$ cat src/rtl/coin_payout_if.sv
// coin_payout_if: hopper-side four-phase dispense handshake and stock-empty flags.
interface coin_payout_if;
    logic coin_req;
    logic coin_sel;
    logic coin_ack;
    logic empty_two;
    logic empty_one;
    modport master (output coin_req, coin_sel, input coin_ack, empty_two, empty_one);
    modport slave (input coin_req, coin_sel, output coin_ack, empty_two, empty_one);
endinterface

$ cat src/rtl/coin_payout.sv
// coin_payout: greedy 2/1-rupee change payout driving a four-phase coin hopper,
// with stock-empty fallback, ack timeout and fault report of the unpaid amount.
module coin_payout #(
    parameter int AMT_W   = 4,
    parameter int TIMEOUT = 16,
    parameter int TMR_W   = 5
) (
    input  logic             clock,
    input  logic             reset_n,
    input  logic             start,
    input  logic [AMT_W-1:0] amount,
    coin_payout_if.master    hop,
    output logic             busy,
    output logic             done,
    output logic             fault,
    output logic [AMT_W-1:0] remaining
);
    typedef enum logic [2:0] {IDLE, SELECT, REQ, RELEASE, DONE, FAULT} state_t;
    localparam logic [TMR_W-1:0] TMR_LAST = TMR_W'(TIMEOUT - 1);
    localparam logic [AMT_W-1:0] ONE = AMT_W'(1);
    localparam logic [AMT_W-1:0] TWO = AMT_W'(2);
    state_t state, state_d;
    logic [AMT_W-1:0] rem_d;
    logic sel_q, sel_d;
    logic [TMR_W-1:0] tmr, tmr_d;
    always_ff @(posedge clock or negedge reset_n)
        if (!reset_n) begin
            state     <= IDLE;
            remaining <= '0;
            sel_q     <= 1'b0;
            tmr       <= '0;
        end else begin
            state     <= state_d;
            remaining <= rem_d;
            sel_q     <= sel_d;
            tmr       <= tmr_d;
        end
    // Ack beats timeout: it is tested first in REQ.
    always_comb begin
        state_d = state;
        rem_d   = remaining;
        sel_d   = sel_q;
        tmr_d   = tmr;
        case (state)
            IDLE:
                if (start) begin
                    rem_d   = amount;
                    state_d = SELECT;
                end
            SELECT:
                if (remaining == '0) state_d = DONE;
                else if (remaining >= TWO && !hop.empty_two) begin
                    sel_d   = 1'b1;
                    tmr_d   = '0;
                    state_d = REQ;
                end else if (!hop.empty_one) begin
                    sel_d   = 1'b0;
                    tmr_d   = '0;
                    state_d = REQ;
                end else state_d = FAULT;
            REQ: begin
                tmr_d = tmr + TMR_W'(1);
                if (hop.coin_ack) begin
                    rem_d   = remaining - (sel_q ? TWO : ONE);
                    state_d = RELEASE;
                end else if (tmr == TMR_LAST) state_d = FAULT;
            end
            RELEASE:     state_d = hop.coin_ack ? RELEASE : SELECT;
            DONE, FAULT: state_d = IDLE;
            default:     state_d = IDLE;
        endcase
    end
    assign hop.coin_req = (state == REQ);
    assign hop.coin_sel = sel_q;
    assign busy  = (state != IDLE);
    assign done  = (state == DONE);
    assign fault = (state == FAULT);
endmodule

$ cat src/flat_wrapper.sv
// flat-port wrapper written by rule: the top's interface ports become plain ports
module coin_payout_flat 
#(
    parameter int AMT_W   = 4,
    parameter int TIMEOUT = 16,
    parameter int TMR_W   = 5
)
  (clock, reset_n, start, amount, busy, done, fault, remaining, hop_coin_req, hop_coin_sel, hop_coin_ack, hop_empty_two, hop_empty_one);
  coin_payout_if hop_i ();
  input  logic clock;
  input  logic reset_n;
  input  logic start;
  input  logic [AMT_W-1:0] amount;
  output logic busy;
  output logic done;
  output logic fault;
  output logic [AMT_W-1:0] remaining;
  output wire logic [$bits(hop_i.coin_req)-1:0] hop_coin_req;
  output wire logic [$bits(hop_i.coin_sel)-1:0] hop_coin_sel;
  input wire logic [$bits(hop_i.coin_ack)-1:0] hop_coin_ack;
  input wire logic [$bits(hop_i.empty_two)-1:0] hop_empty_two;
  input wire logic [$bits(hop_i.empty_one)-1:0] hop_empty_one;
  assign hop_coin_req = hop_i.coin_req;
  assign hop_coin_sel = hop_i.coin_sel;
  assign hop_i.coin_ack = hop_coin_ack;
  assign hop_i.empty_two = hop_empty_two;
  assign hop_i.empty_one = hop_empty_one;
  coin_payout #(.AMT_W(AMT_W), .TIMEOUT(TIMEOUT), .TMR_W(TMR_W)) u_core (.clock(clock), .reset_n(reset_n), .start(start), .amount(amount), .hop(hop_i), .busy(busy), .done(done), .fault(fault), .remaining(remaining));
endmodule
$ cat config.mk
export PLATFORM = sky130hd
export DESIGN_NAME = coin_payout_flat
export DESIGN_NICKNAME = d
export VERILOG_FILES = /design/src/rtl/coin_payout_if.sv /design/src/rtl/coin_payout.sv /design/src/flat_wrapper.sv
export SDC_FILE = /design/constraint.sdc
export NUM_CORES = 1
export LEC_CHECK = 0
export CORE_MARGIN = 2
export CORE_UTILIZATION = 44
export CTS_BUF_LIST = sky130_fd_sc_hd__clkbuf_16
export CTS_CLUSTER_DIAMETER = 30
export DETAILED_ROUTE_END_ITERATION = 10
export PLACE_DENSITY = 0.72
export SETUP_SLACK_MARGIN = 0.1
export SYNTH_ARGS = -nofsm -noshare
export SYNTH_HDL_FRONTEND = slang
export SYNTH_SLANG_ARGS = --single-unit
$ cat constraint.sdc
create_clock -name clock -period 1.5 [get_ports clock]
set_input_delay 0.225 -clock clock [delete_from_list [all_inputs] [get_ports clock]]
set_output_delay 0.225 -clock clock [all_outputs]
set_load 0.01 [all_outputs]
Word-level counts from Yosys, hierarchy flattened
Cells that the tools add are included.
{ "word_totals": {"regBits": 13, "out_inout_bits": 9, "elab_cells": 49} }
{ "op_classes": {"addsub": 2, "n_lt_le_gt_ge": 1, "n_eq_ne": 12, "n_mux": 18, "n_bitwise": 1, "n_reduce_logical": 11} }
{ "ops": {"columns": ["cell", "count"], "rows": [
  ["$mux W3", 6],
  ["$mux W5", 3],
  ["$pmux W3 S4", 1],
  ["$pmux W5 S2", 1],
  ["$reduce_and A3 Y1", 3],
  ["$mux W4", 2],
  ["$pmux W4 S2", 1],
  ["$eq A3 B2 Y1 const B", 2],
  ["$eq A3 B3 Y1 const B", 2],
  ["$add A5 B1 Y5 const B", 1],
  ["$eq A5 B4 Y1 const B", 1],
  ["$ge A4 B2 Y1 const B", 1],
  ["$logic_not A4 Y1", 1],
  ["$mux W2", 2],
  ["$ne A2 B1 Y1 const B", 2],
  ["$ne A2 B2 Y1 const B", 2],
  ["$reduce_bool A2 Y1", 2],
  ["$sub A4 B4 Y4", 1],
  ["$eq A3 B1 Y1 const B", 1],
  ["$logic_not A3 Y1", 1],
  ["$ne A3 B1 Y1 const B", 1],
  ["$ne A3 B2 Y1 const B", 1],
  ["$reduce_bool A3 Y1", 1],
  ["$mux W1", 2],
  ["4 further kinds", 4]
]} }

Longest topological paths before layout
{ "logic_depth": {"depth_word": 5, "depth_mapped": 7, "mapped_depth_nobuf": 6} }

Worst setup path after synthesis
OpenSTA, ideal clock, no wires.
{ "synth_path": {"path_kind": "reg-to-reg", "from": "register u_core.sel_q, in the netlist u_core.hop.coin_sel", "to": "register u_core.remaining[1]", "setup_time_ns": 0.118, "arrival_ns": 1.390, "required_ns": 1.382, "setup_slack_ns": -0.008, "stages_incl_launch_ff": 6, "path_buffers": 0, "synth_period_minus_slack_ns": 1.508, "path_cell_list": "dfrtp_1 -> inv_1 -> ha_1 -> fa_1 -> a211oi_1 -> a21o_1"} }
{ "synth_via": {"elab_chain_len": 4} }
{ "synth_rtl": {"columns": ["item", "line", "text"], "rows": [
  ["from (decl)", "coin_payout.sv:24", "logic sel_q, sel_d;"],
  ["from (signal assigned)", "coin_payout.sv:35", "sel_q <= sel_d;"],
  ["$mux W2", "coin_payout.sv:64", "rem_d = remaining - (sel_q ? TWO : ONE);"],
  ["$sub A4 B4 Y4", "coin_payout.sv:64", null],
  ["$mux W4", "coin_payout.sv:63", "if (hop.coin_ack) begin"],
  ["$pmux W4 S2", "coin_payout.sv:44", "case (state)"],
  ["to (signal assigned)", "coin_payout.sv:34", "remaining <= rem_d;"],
  ["to (decl)", "coin_payout.sv:16", "output logic [AMT_W-1:0] remaining"]
]} }
No other way between the ends. The select of a mux whose other input is x is not followed.
A chain may end at the register's enable or synchronous reset.

Final worst setup path
{ "layout_path": {"from": "register u_core.state[2]", "to": "register u_core.remaining[2]"} }
{ "layout_via": {"elab_chain_len": 3, "word_cells_on_any_way": 7, "classes_between": "eq/ne: 3; mux: 1; reduce/logical: 3"} }
{ "layout_rtl": {"columns": ["item", "line", "text"], "rows": [
  ["from (decl)", "coin_payout.sv:22", "state_t state, state_d;"],
  ["from (signal assigned)", "coin_payout.sv:33", "state <= state_d;"],
  ["$eq A3 B2 Y1 / $logic_not A3 Y1 (equally long branches)", "coin_payout.sv:44", null],
  ["$ne A2 B1 Y1 (no line), or another cell as far along", null, null],
  ["$reduce_and A3 Y1 (no line)", null, null]
]} }
Several ways; a longest one is shown, not always the timed one.

==> flow_summary.yaml <==
timing:
  finalClockSkew_ns: 0.000989
  setup_viol: 2
  slew_violations: 0
  period_share_pct: 101
  fin_ws_ns: -0.0130
  hold_violations: 0
  max-slew-margin-rel_pct: 79.4
  max_freq_mhz: 661
  finalCriticalPeriod_ns: 1.51
  fin_tns_setup_ns: -0.0192
  tightest_slew_ns: 0.305
  whs_ns: 0.323
  rsz0062_at_grt: "true"
floorplanning:
  boundaryPins: 19
  die_h_um: 48.0
  fp.dieW_um: 48.0
  core-area_um2: 1760
  fp.dieArea_um2: 2300
  initial_core_util_pct: 48.2
  rows: 15
worst_hold_path:
  hp-class: "input pin to asynchronous set/reset pin"
synth:
  synth_fp_nets: 105
  netlist.area_leader.share_pct: 38.2
  ys_types: 32
  synth_cells: 90
  seq_area_frac_synth_pct: 38.2
  avgSynthCellArea_um2: 9.45
  synthTopCellsByArea: "dfrtp_1, ha_1, a31oi_1, a21oi_1, and2_1"
  yosys.area.top_type: "dfrtp_1"
  synthesis.area_um2: 851
  ys_ff_latch: 13
  ys.warnings.count: 0
run_status:
  violations: "negative setup slack"
  outcome: "complete, but fails checks"
layout:
  antenna_cells: 0
  fin_nets: 157
  design_area_um2: 1490
  final_util_pct: 84.6
  synthToLayoutAreaGrowth_pct: 75.4
  layout_common_cells: "buf_4, dfrtp_1, clkdlybuf4s50_1, dlygate4sd2_1, buf_6"
  drive_above_1_share_pct: 47.5
  layout_commonest_cell: "buf_4"
setup_path:
  timing.rr.end: "u_core.remaining[2]"
  crit_chain: "buf_6 -> and2b_4 -> nand2_4 -> inv_6 -> buf_12 -> nor2_2 -> a31oi_1 -> o22a_1"
  reg2regPathDepth: 8
  timing.rr.start: "u_core.state[2]"
  worstPathRequired_ns: 1.68
  slowest_delay_ns: 0.41
  crit_type: "register to register"
  crit_path_max_fanout: 7
  cp-start-kind: "register"
  ff2ff_setup_slack_ns: -0.01
  crit_path_top_delay_cell: "dfrtp_1"
  arrival_ns: 1.69
  end_kind: "register"
cts:
  cts_root_buffer: "clkbuf_16"
  htreeDepth: 1
  clk_path_buf_depth: 2
  cts_hold_buf: 0
  numCtsBuffers: 3
  clk_pin_slew_ns: 0.05
  clock-sinks: 13
  cts_tree: "done"
  clk_latency_ns: 0.24
grt:
  grt_pass1_wl_um: 4150
  grtUsageTotal_pct: 26.9
  grt_overflow: 0
  grt_max_degree: 14
  antenna_found_initial: 0
  grt_pass1_vias: 903
placed_design:
  pre_cts_ws_ns: -0.309
  gp_congestion: 0.844
  hpwlAfterDp_um: 1590
  post_dp_cell_area_um2: 1200
  portBuffers: 18
run:
  maxCapViolCount: 0
routing:
  remaining_drc_errors: 0
  wl_per_cell_um: 17.6
  drt-pass1-iter-count: 4
  viasPerCell: 5.62
  final_antenna_net_count: 0
  routed_wl_um: 2920
  routed-via-count: 933
  drt_iter0_markers: 17
power:
  power_leakage_uw: 0.000691
  powerDensity_nw_per_um2: 2340
  peakVddDrop_mv: 1.57
==> layout make-up <==
| type | count | area [um^2] |
|---|---|---|
| Clock buffer | 3 | 75.1 |
| Clock inverter | 1 | 3.75 |
| Fill cell | 102 | 272 |
| Inverter | 9 | 65.1 |
| Multi-Input combinational cell | 66 | 544 |
| Sequential cell | 13 | 330 |
| Tap cell | 25 | 31.3 |
| Timing Repair Buffer | 49 | 443 |
==> per-layer routing <==
metal / track usage, % / share of wire, % / up-vias
met4: 12.4 / 3.0 / 0
li1: - / - / 434
met2: 49.6 / 53 / 33
met1: 29.3 / 40 / 452
met5: 0 / 0 / -
met3: 4.91 / 4.2 / 14
==> state kept, by name, indices dropped and copies added (netlist names) <==
register / count
u_core.hop.coin_sel: 1
u_core.remaining: 4
u_core.state: 3
u_core.tmr: 5
==> stage by stage <==
step / power, uW / cells
after detailed placement: 2340 / 149
after global placement: 2300 / 149
after global routing: 3690 / 166
after floorplan: 1650 / 90
final: 3490 / 166
after CTS: 3110 / 162
==> power by group <==
| part | internal, uW | leakage [uW] | total, uW | switching (uW) |
|---|---|---|---|---|
| sequential | 523 | 0.000158 | 708 | 185 |
| combinational | 1240 | 0.000491 | 2280 | 1040 |
| clock | 352 | 0.0000423 | 503 | 151 |
| total | 2120 | 0.000691 | 3490 | 1370 |
==> critical path, delay by kind of cell, from the launching register on <==
kind                   cells  cell delay, ns
flip-flops                 1            0.41
AND/OR/NAND/NOR            3            0.35
AO/OA/AOI/OAI              2            0.35
buffers and inverters      3            0.34
==> worst max-delay path by stage <==
stage                        startpoint                  end
finish                  u_core.state[2]  u_core.remaining[2]
global route            u_core.state[2]  u_core.remaining[2]
CTS                     u_core.state[1]        u_core.tmr[2]
detailed placement        hop_empty_one        u_core.tmr[4]
global placement          hop_empty_one        u_core.tmr[4]
floorplan           u_core.hop.coin_sel  u_core.remaining[1]
==> Yosys cell counts <==
library cell and count:
mux2_2 1, a2111o_1 1, nand3_2 1, inv_1 7, nor2_1 8, and3_1 2
a211oi_1 4, a31oi_1 6, o22ai_1 3, nor3_1 2, fa_1 1, o21a_1 1
dfrtp_1 13, or2_1 1, buf_2 1, a21oi_1 7, o41ai_1 1, nand2_1 1
buf_6 1, bufinv_16 1, a21o_1 2, nand2b_1 4, and2_1 5, or3_1 1
nand2_2 1, o22a_1 2, ha_1 4, o21ba_2 1, inv_2 1, and2b_4 1
o21ai_0 4, nand3_1 1
==> cells by family (layout without fill, tap and decap cells) <==
group           after synthesis  in the layout  synth area share, %
buf+inv                      11             62                 8.97
fa+ha+maj                     5              5                 8.24
compound gates               32             32                 24.9
flops                        13             13                 38.2
mux                           1              1                 1.32
simple gates                 28             28                 18.4
==> timing repair <==
action / CTS / global route
endpoints found under the setup margin: 20 / 15
resized for setup: 39 / 18
pin swaps: 10 / 15
cloned: 0 / 1
buffers inserted: 9 / 3
No activity file was read; power rests on OpenSTA's default activity.
